==> config.mk <==
export PLATFORM = sky130hd
export DESIGN_NAME = alu_operand_stage
export DESIGN_NICKNAME = d
export VERILOG_FILES = /design/src/rtl/alu_pkg.sv /design/src/rtl/alu_regfile.sv /design/src/rtl/alu_operand_stage.sv
export SDC_FILE = /design/constraint.sdc
export NUM_CORES = 1
export LEC_CHECK = 0
export ABC_AREA = 1
export CAP_MARGIN = 15
export CELL_PAD_IN_SITES_DETAIL_PLACEMENT = 0
export CELL_PAD_IN_SITES_GLOBAL_PLACEMENT = 1
export CORE_AREA = 2 2 145 147
export DETAILED_ROUTE_END_ITERATION = 10
export DIE_AREA = 0 0 147 149
export PLACE_DENSITY = 0.9
export RECOVER_POWER = 25
export SYNTH_ARGS = -nofsm -noshare
export SYNTH_HDL_FRONTEND = slang
export SYNTH_SLANG_ARGS = --single-unit
export TNS_END_PERCENT = 1
==> constraint.sdc <==
create_clock -name clk -period 3.4 [get_ports clk]
set_input_delay 1.02 -clock clk [delete_from_list [all_inputs] [get_ports clk]]
set_output_delay 1.02 -clock clk [all_outputs]
set_load 0.05 [all_outputs]
==> src/rtl/alu_pkg.sv <==
// Shared definitions for the operand stage and the ALU it feeds.
// Latency: n/a (constants and types only).
// Backpressure: n/a.
package alu_pkg;

    localparam int DATA_W = 16;
    localparam int NREG   = 8;
    localparam int REG_AW = 3;
    localparam int OP_W   = 3;

    // ALU control codes; the instruction opcode maps onto them one-to-one.
    localparam logic [OP_W-1:0] OP_NOP  = 3'h0;
    localparam logic [OP_W-1:0] OP_ADD  = 3'h1;
    localparam logic [OP_W-1:0] OP_XOR  = 3'h2;
    localparam logic [OP_W-1:0] OP_AND  = 3'h3;
    localparam logic [OP_W-1:0] OP_OR   = 3'h4;
    localparam logic [OP_W-1:0] OP_NOTA = 3'h5;
    localparam logic [OP_W-1:0] OP_NAND = 3'h6;
    localparam logic [OP_W-1:0] OP_NOR  = 3'h7;

    // Instruction field positions: [15:13] op, [12:10] rd, [9:7] rs, [6:4] rt.
    localparam int OP_LSB = 13;
    localparam int RD_LSB = 10;
    localparam int RS_LSB = 7;
    localparam int RT_LSB = 4;

endpackage

==> src/rtl/alu_regfile.sv <==
// 8x16 register file: r0 hardwired to zero, two async read ports, one write port,
// read ports see a same-cycle write (write-first bypass).
// Latency: reads combinational, write visible in storage after the posedge.
// Backpressure: none; a write is always accepted.
// Ports: clk/reset (sync, active-high), we/waddr/wdata write port,
//        raddr_a/rdata_a and raddr_b/rdata_b read ports.
module alu_regfile
    import alu_pkg::*;
#(
    parameter int DATA_W_P = DATA_W,
    parameter int NREG_P   = NREG
) (
    input  logic                clk,
    input  logic                reset,
    input  logic                we,
    input  logic [REG_AW-1:0]   waddr,
    input  logic [DATA_W_P-1:0] wdata,
    input  logic [REG_AW-1:0]   raddr_a,
    output logic [DATA_W_P-1:0] rdata_a,
    input  logic [REG_AW-1:0]   raddr_b,
    output logic [DATA_W_P-1:0] rdata_b
);

    logic [NREG_P-1:0][DATA_W_P-1:0] mem_q;
    logic [NREG_P-1:0][DATA_W_P-1:0] mem_d;

    // Writes to r0 are dropped so entry 0 stays zero forever.
    always_comb begin
        mem_d = mem_q;
        if (we && (waddr != '0)) begin
            mem_d[waddr] = wdata;
        end
    end

    always_ff @(posedge clk) begin
        if (reset) begin
            mem_q <= '0;
        end else begin
            mem_q <= mem_d;
        end
    end

    always_comb begin
        rdata_a = mem_q[raddr_a];
        if (raddr_a == '0) begin
            rdata_a = '0;
        end else if (we && (waddr == raddr_a)) begin
            rdata_a = wdata;
        end
    end

    always_comb begin
        rdata_b = mem_q[raddr_b];
        if (raddr_b == '0) begin
            rdata_b = '0;
        end else if (we && (waddr == raddr_b)) begin
            rdata_b = wdata;
        end
    end

endmodule

==> src/rtl/alu_operand_stage.sv <==
// Decode/operand-fetch stage feeding the registered 16-bit ALU.
// Latency: instruction accepted at edge N drives alu_a/alu_b/alu_ctrl after edge N.
// Backpressure: instr_ready drops while a source register awaits writeback.
// Ports: clk/reset (sync, active-high); instr_valid/instr/instr_ready/flush upstream;
//        wb_en/wb_addr/wb_data writeback; alu_a/alu_b/alu_ctrl/ex_valid/ex_rd to ALU.
module alu_operand_stage
    import alu_pkg::*;
#(
    parameter int DATA_W_P = DATA_W,
    parameter int NREG_P   = NREG
) (
    input  logic                clk,
    input  logic                reset,
    input  logic                instr_valid,
    input  logic [15:0]         instr,
    output logic                instr_ready,
    input  logic                flush,
    input  logic                wb_en,
    input  logic [REG_AW-1:0]   wb_addr,
    input  logic [DATA_W_P-1:0] wb_data,
    output logic [DATA_W_P-1:0] alu_a,
    output logic [DATA_W_P-1:0] alu_b,
    output logic [OP_W-1:0]     alu_ctrl,
    output logic                ex_valid,
    output logic [REG_AW-1:0]   ex_rd
);

    logic [OP_W-1:0]   op;
    logic [REG_AW-1:0] rd;
    logic [REG_AW-1:0] rs;
    logic [REG_AW-1:0] rt;
    logic              instr_unused;

    assign op           = instr[OP_LSB +: OP_W];
    assign rd           = instr[RD_LSB +: REG_AW];
    assign rs           = instr[RS_LSB +: REG_AW];
    assign rt           = instr[RT_LSB +: REG_AW];
    assign instr_unused = ^instr[3:0];

    logic [DATA_W_P-1:0] rs_val;
    logic [DATA_W_P-1:0] rt_val;

    alu_regfile #(
        .DATA_W_P (DATA_W_P),
        .NREG_P   (NREG_P)
    ) u_regfile (
        .clk     (clk),
        .reset   (reset),
        .we      (wb_en),
        .waddr   (wb_addr),
        .wdata   (wb_data),
        .raddr_a (rs),
        .rdata_a (rs_val),
        .raddr_b (rt),
        .rdata_b (rt_val)
    );

    logic [NREG_P-1:0]   pending_q, pending_d;
    logic [DATA_W_P-1:0] alu_a_q, alu_a_d;
    logic [DATA_W_P-1:0] alu_b_q, alu_b_d;
    logic [OP_W-1:0]     alu_ctrl_q, alu_ctrl_d;
    logic                ex_valid_q, ex_valid_d;
    logic [REG_AW-1:0]   ex_rd_q, ex_rd_d;

    logic rs_hazard;
    logic rt_hazard;
    logic issue;

    // A pending source is released in the very cycle its writeback arrives,
    // because the register file bypass supplies the value on the read port.
    always_comb begin
        rs_hazard = (rs != '0) && pending_q[rs] && !(wb_en && (wb_addr == rs));
        rt_hazard = (rt != '0) && pending_q[rt] && !(wb_en && (wb_addr == rt));
    end

    assign instr_ready = !(rs_hazard || rt_hazard);
    assign issue       = instr_valid && instr_ready && !flush;

    // Clear on writeback first, then set on issue, so a new producer of the
    // register being written back keeps its pending bit.
    always_comb begin
        pending_d = pending_q;
        if (wb_en) begin
            pending_d[wb_addr] = 1'b0;
        end
        if (issue && (op != OP_NOP) && (rd != '0)) begin
            pending_d[rd] = 1'b1;
        end
        pending_d[0] = 1'b0;
    end

    // Operands hold across bubbles; only the control/tag fields go to zero.
    always_comb begin
        alu_a_d    = alu_a_q;
        alu_b_d    = alu_b_q;
        alu_ctrl_d = OP_NOP;
        ex_valid_d = 1'b0;
        ex_rd_d    = '0;
        if (issue) begin
            alu_a_d    = rs_val;
            alu_b_d    = rt_val;
            alu_ctrl_d = op;
            ex_valid_d = 1'b1;
            ex_rd_d    = rd;
        end
    end

    always_ff @(posedge clk) begin
        if (reset) begin
            pending_q  <= '0;
            alu_a_q    <= '0;
            alu_b_q    <= '0;
            alu_ctrl_q <= OP_NOP;
            ex_valid_q <= 1'b0;
            ex_rd_q    <= '0;
        end else begin
            pending_q  <= pending_d;
            alu_a_q    <= alu_a_d;
            alu_b_q    <= alu_b_d;
            alu_ctrl_q <= alu_ctrl_d;
            ex_valid_q <= ex_valid_d;
            ex_rd_q    <= ex_rd_d;
        end
    end

    assign alu_a    = alu_a_q;
    assign alu_b    = alu_b_q;
    assign alu_ctrl = alu_ctrl_q;
    assign ex_valid = ex_valid_q;
    assign ex_rd    = ex_rd_q;

endmodule
# Word-level counts from Yosys, hierarchy flattened
# Index checks and enable logic that the tools add are counted.
word_totals:
  register_bits: 175
  in_bits: 40
  out_inout_bits: 40
  elab_cells: 75
classes:
  magnitude_cmp: 6
  eq_ne: 2
  n_mux: 22
  bitwise_logic: 4
  n_reduce_logical: 26
ops:
  columns: ["operator", "n"]
  rows:
  - ["$bwmux 128", 1]
  - ["$mux 16", 7]
  - ["$bmux 16 s3", 2]
  - ["$demux 16 s3", 1]
  - ["$lt 3x4->1 const B", 4]
  - ["$mux 8", 2]
  - ["$reduce_bool 3->1", 5]
  - ["$logic_and 1x1->1", 13]
  - ["$and 8x8->8", 1]
  - ["$not 8->8", 1]
  - ["$or 8x8->8", 1]
  - ["$bmux 1 s3", 2]
  - ["$demux 1 s3", 2]
  - ["$eq 3x3->1", 2]
  - ["$ge 3x1->1 const B", 2]
  - ["$logic_not 3->1", 2]
  - ["$mux 1", 5]
  - ["$logic_not 1->1", 4]
  - ["$reduce_or 2->1", 1]
  - ["$logic_or 1x1->1", 1]
  - ["$not 1->1", 1]

# Logic depth before layout (Yosys ltp)
depth:
  depth_word: 11
  depth_mapped: 14
  depth_no_buf: 12

# Cells and area by module
# A second synthesis with hierarchy kept.
unflattened:
  cells_unflattened: 1479
  area_unflattened_um2: 9577.9
by_module_without_submodules:
  columns: ["module", "instances", "cells_each", "area_each_um2", "seq_area_each_um2"]
  rows:
  - ["alu_regfile", 1, 1201, 7558.5, 2562.5]
  - ["alu_operand_stage", 1, 278, 2019.4, 920.9]

# Worst setup path after synthesis
# No wires, ideal clock.
synth_timing:
  kind: "in2out"
  start: "input port instr[6]"
  end: "output port instr_ready"
  arrival_ns: 1.937
  t_required_ns: 2.380
  path_slack_ns: 0.443
  cell_stages: 8
  path_buffers: 2
  path_cell_list: "buf_4 -> inv_2 -> buf_6 -> a21oi_1 -> nand3_1 -> nand3_2 -> nand2_2 -> inv_1"
synth_between:
  elab_chain_cells: 6
  word_cells_on_any_way: 10
  classes_between: "eq/ne: 1; mux: 2; reduce/logical: 7"
synth_lines:
  columns: ["element", "line", "source"]
  rows:
  - ["start: declaration", "alu_operand_stage.sv:15", "input logic [15:0] instr,"]
  - ["$bmux 1 s3 / $eq 3x3->1 (equally long branches)", "alu_operand_stage.sv:73", "rt_hazard = (rt != '0) && pending_q[rt] && !(wb_en && (wb_addr == rt));"]
  - ["$mux 1 (implied by the code) / $logic_and 1x1->1 (equally long branches)", "alu_operand_stage.sv:73", null]
  - ["$logic_and 1x1->1 / $logic_not 1->1 (equally long branches)", "alu_operand_stage.sv:73", null]
  - ["$logic_and 1x1->1 *", "alu_operand_stage.sv:73", null]
  - ["$logic_or 1x1->1 *", "alu_operand_stage.sv:76", "assign instr_ready = !(rs_hazard || rt_hazard);"]
  - ["$logic_not 1->1 *", "alu_operand_stage.sv:76", null]
  - ["end: declaration", "alu_operand_stage.sv:16", "output logic instr_ready,"]
# Mark *: on every way between the ends. The rest lies on a longest branch, timed or not. The select of a mux whose other input is x is not followed.

# Worst setup path in the final report
layout_timing:
  start: "input port wb_en"
  end: "output port instr_ready"
layout_between:
  elab_chain_cells: 5
  word_cells_on_any_way: 8
  classes_between: "reduce/logical: 8"
layout_lines:
  columns: ["element", "line", "source"]
  rows:
  - ["start: declaration", "alu_operand_stage.sv:18", "input logic wb_en,"]
  - ["$logic_and 1x1->1, on equally long branches", "alu_operand_stage.sv:72, alu_operand_stage.sv:73", null]
  - ["$logic_not 1->1, on equally long branches", "alu_operand_stage.sv:72, alu_operand_stage.sv:73", null]
  - ["$logic_and 1x1->1, on equally long branches", "alu_operand_stage.sv:72, alu_operand_stage.sv:73", null]
  - ["$logic_or 1x1->1 *", "alu_operand_stage.sv:76", null]
  - ["$logic_not 1->1 *", "alu_operand_stage.sv:76", null]
# Mark *: on every way between the ends. The rest lies on a longest branch, timed or not.

==> out/qor.json <==
{
  "clock_tree": {
    "clkSlewWorstSetupHoldPaths_ns": 0.07,
    "cts_tree": "done",
    "cts_setup_buffers": 0,
    "cts_max_path_buffers": 2,
    "clock_buffer_count_from_cts": 17,
    "clkLatencyLatePin_ns": 0.44,
    "clkSinkCount": 173,
    "cts_root_buffer": "sky130_fd_sc_hd__clkbuf_16",
    "cts_htree_levels": 4
  },
  "pwr": {
    "vdd_ir_drop_max_uv": 248,
    "static-leakage-power_nw": 4.22,
    "pwr_density_cell_nw_per_um2": 474
  },
  "grt": {
    "initial_antenna_violation_count": 0,
    "grt_pass1_vias": 8597,
    "grt_first_pass_wirelength_mm": 46.3,
    "grt_remaining_overflow": 0,
    "groute.usage.overall": 0.271,
    "grt_start_max_net_pins": 67
  },
  "synth": {
    "synth.net_count": 1394,
    "synth_seq_area_share": 0.391,
    "synth-compound-area-share": 0.208,
    "synthAdderAreaFrac": 0,
    "synth.avg_cell_area_sq_um": 6.54,
    "synth_largest_type_area_fraction": 0.391,
    "number_of_instances_in_the_synthesized_netlist": 1354,
    "library_cells_used_by_synthesis": 29,
    "synth.mux.area_fraction": 0,
    "synthXorXnorAreaFrac": 0,
    "yosysWarnings": 0,
    "synth_top_family_by_area": "simple AND/OR/NAND/NOR gates",
    "netlist_top_cells_area": "sky130_fd_sc_hd__dfxtp_1 (39%), sky130_fd_sc_hd__nand2_1 (13%), sky130_fd_sc_hd__nand3_1 (10%)",
    "yosys.area.top_type": "sky130_fd_sc_hd__dfxtp_1",
    "post_synth_and_or_nand_nor_area_fraction": 0.292,
    "synth_area_sq_um": 8860,
    "ys_ff_latch": 173
  },
  "setup_path": {
    "crit_path_frequent_cell": "sky130_fd_sc_hd__nand2_1",
    "cpPeakStageDelay_ns": 0.50,
    "timing.critical_path.arrival_ns": 2.25,
    "path_buf_inv": 4,
    "crit_path_top_delay_cell": "sky130_fd_sc_hd__clkdlybuf4s50_1",
    "critPathTopFamily": "buffers and inverters",
    "crit_path_cell_trace": "clkdlybuf4s50_1 > nand2_1 > inv_1 > nand2_1 > o21ai_1 > nand2_1 > nand3_2 > nand2_2 > inv_2 > buf_12",
    "critPathMaxFanout": 3,
    "timing.critical_path.required_ns": 2.38,
    "critPathLaunchType": "input pin",
    "worstSetupEndpointType": "primary output",
    "criticalPathCategory": "in -> out"
  },
  "cells_and_area": {
    "areaGrowthSynthToFinish_pct": 17.7,
    "final_cells": 1680,
    "drive_above_1_share": 0.0847,
    "nets": 1432,
    "num_antenna_cells": 0
  },
  "drt": {
    "avgViaCountPerCell": 5.48,
    "drt_wl_total_mm": 29.1,
    "routed-via-count": 9209,
    "first_pass_iters": 6,
    "postRouteAntennaNets": 0,
    "detail_route.iter0.violations": 1019,
    "routed_wire_length_per_instance_microns": 17.3,
    "final_routed_drc_violation_total": 0
  },
  "sta": {
    "period_minus_slack_ns": 3.27,
    "timing.final.hold_violations": 0,
    "layout_worst_path_cycle_share": 0.963,
    "fin_skew_ns": 0.00989,
    "maxSlewHeadroom": -0.105,
    "worst-slew-pin-transition_ns": 1.66,
    "final_tns_setup_ns": 0,
    "report.final.slew_viol_count": 58,
    "final_critical_path_setup_slack_ns": 0.127,
    "max_freq_mhz": 305,
    "rsz0062_at_grt": "no",
    "finalSetupViolations": 0
  },
  "die": {
    "total_core_area_sq_um": 20600,
    "die_extent_in_x_microns": 147,
    "initial_utilization": 0.431,
    "top_level_ports": 80,
    "placementRows": 53,
    "die-area_sq_um": 21900,
    "die_h_microns": 149
  },
  "placed_design": {
    "dpl.hpwl_mm": 18.3,
    "portBuffers": 75,
    "place_ws_ns": -0.00541,
    "gp_routability_congestion": 0.900,
    "placedCellCount": 1648
  },
  "min_path": {
    "holdCritPathClass": "reg -> reg"
  },
  "outcome": {
    "violated_checks": "max-capacitance violations, max-slew violations",
    "status": "finished, violations left"
  },
  "flow_run": {
    "number_of_maximum_capacitance_violations": 2
  }
}
-- cells in the final DEF, fill, tap and decap left out, types with 3 or more instances in the layout --
cell                              instances
sky130_fd_sc_hd__o21ai_0                161
sky130_fd_sc_hd__inv_1                  112
sky130_fd_sc_hd__dfxtp_1                173
sky130_fd_sc_hd__o21ai_1                  3
sky130_fd_sc_hd__clkbuf_16               17
sky130_fd_sc_hd__nand3_1                182
sky130_fd_sc_hd__clkdlybuf4s50_1         65
sky130_fd_sc_hd__inv_2                   10
sky130_fd_sc_hd__or2_2                   13
sky130_fd_sc_hd__clkinv_4                 5
sky130_fd_sc_hd__clkbuf_1                 3
sky130_fd_sc_hd__buf_4                   42
sky130_fd_sc_hd__nand2_1                298
sky130_fd_sc_hd__clkinvlp_4               3
sky130_fd_sc_hd__nor3_1                   6
sky130_fd_sc_hd__a21oi_1                162
sky130_fd_sc_hd__o211ai_1                24
sky130_fd_sc_hd__nor2_1                  78
sky130_fd_sc_hd__dlymetal6s2s_1           3
sky130_fd_sc_hd__buf_2                    4
sky130_fd_sc_hd__or2_1                   10
sky130_fd_sc_hd__nor2_2                   6
-- kinds of logic after synthesis --
| family | after synthesis |
|---|---|
| AOI/OAI and AO/OA | 353 |
| DFF | 173 |
| and+or+nand+nor | 600 |
| buffers and inverters | 228 |
-- report_power, final --
part / switching [W] / internal [W] / total, W
logic: 0.000536 / 0.000267 / 0.000803
clock network: 0.000881 / 0.00112 / 0.00200
registers: 0.0000401 / 0.00210 / 0.00214
total: 0.00146 / 0.00348 / 0.00494
-- through the flow --
step	cell area, sq um	total power [W]	hold slack [ns]	utilization
3_3_place_gp	9860	0.00297	0.424	0.480
2_1_floorplan	8860	0.00270	0.416	-
3_5_place_dp	9860	0.00298	0.429	0.480
4_1_cts	10500	0.00495	0.440	0.509
6_report	10400	0.00494	0.440	0.507
5_1_grt	10400	0.00512	0.456	0.507
-- cells in the mapped netlist --
master	number
sky130_fd_sc_hd__a21oi_2	1
sky130_fd_sc_hd__nand3_1	182
sky130_fd_sc_hd__nor2_4	2
sky130_fd_sc_hd__buf_1	10
sky130_fd_sc_hd__and3_1	1
sky130_fd_sc_hd__nand2_2	1
sky130_fd_sc_hd__buf_6	7
sky130_fd_sc_hd__inv_2	9
sky130_fd_sc_hd__o21ai_1	3
sky130_fd_sc_hd__nand4_1	1
sky130_fd_sc_hd__o21ai_0	161
sky130_fd_sc_hd__nor2_8	1
sky130_fd_sc_hd__o211ai_1	24
sky130_fd_sc_hd__nor2_1	84
sky130_fd_sc_hd__nor3_1	6
sky130_fd_sc_hd__nand3_2	1
sky130_fd_sc_hd__clkinv_1	1
sky130_fd_sc_hd__buf_2	28
sky130_fd_sc_hd__dfxtp_1	173
sky130_fd_sc_hd__or2_1	10
sky130_fd_sc_hd__a32o_1	1
sky130_fd_sc_hd__inv_4	1
sky130_fd_sc_hd__or2_2	13
sky130_fd_sc_hd__buf_4	5
sky130_fd_sc_hd__nand2_1	298
sky130_fd_sc_hd__a21oi_1	162
sky130_fd_sc_hd__inv_1	113
sky130_fd_sc_hd__o21a_1	1
sky130_fd_sc_hd__clkbuf_1	54
-- worst register-to-register path, stage by stage (launching register included) --
cell and delay, ns:
sky130_fd_sc_hd__dfxtp_1 0.32, sky130_fd_sc_hd__inv_1 0.08, sky130_fd_sc_hd__nand2_1 0.05, sky130_fd_sc_hd__nand3_1 0.08
sky130_fd_sc_hd__nand3_1 0.08, sky130_fd_sc_hd__nand3_1 0.10, sky130_fd_sc_hd__nand2_2 0.08, sky130_fd_sc_hd__buf_4 0.14
sky130_fd_sc_hd__nor2_4 0.09, sky130_fd_sc_hd__buf_12 0.23, sky130_fd_sc_hd__inv_2 0.20, sky130_fd_sc_hd__nor2_8 0.17
sky130_fd_sc_hd__inv_2 0.10, sky130_fd_sc_hd__nor2_1 0.09
-- area by class of cell --
| cell class | instances | area, sq um |
|---|---|---|
| well taps | 275 | 344 |
| clock buffers | 18 | 439 |
| inverters | 124 | 469 |
| repair buffers | 123 | 1110 |
| flip-flops and latches | 173 | 3460 |
| multi-input cells | 953 | 4440 |
| fillers | 2109 | 10100 |
| clock inverters | 14 | 160 |
-- worst paths after layout --
| kind | to | slack [ns] | cells past startpoint | from |
|---|---|---|---|---|
| worst max-delay path | instr_ready | 0.13 | 10 | wb_en |
| worst max register to register | alu_ctrl[0] | 1.55 | 13 | pending_q[3] |
| worst min register to register | u_regfile.mem_q[1] | 0.44 | 2 | u_regfile.mem_q[1] |
| worst min-delay path | u_regfile.mem_q[1] | 0.44 | 2 | u_regfile.mem_q[1] |
-- layer usage --
layer,up-vias,global-route usage,share of wire
met3,63,0.0575,0.087
met1,4235,0.350,0.43
met4,0,0.0971,0.029
met5,-,0,0
li1,4513,-,-
met2,398,0.451,0.45
-- flip-flops by register name (all words and copies together), names as in the netlist --
register / flops
alu_a: 16
alu_b: 16
alu_ctrl: 3
ex_rd: 3
ex_valid: 1
pending_q: 7
u_regfile.mem_q: 127
-- what timing repair did --
item	in CTS	in global routing
pin swaps	0	0
hold buffers	0	0
resized for setup	1	4
cloned	0	0
setup endpoints to repair	1	1
No activity file was read; power rests on OpenSTA's default activity.
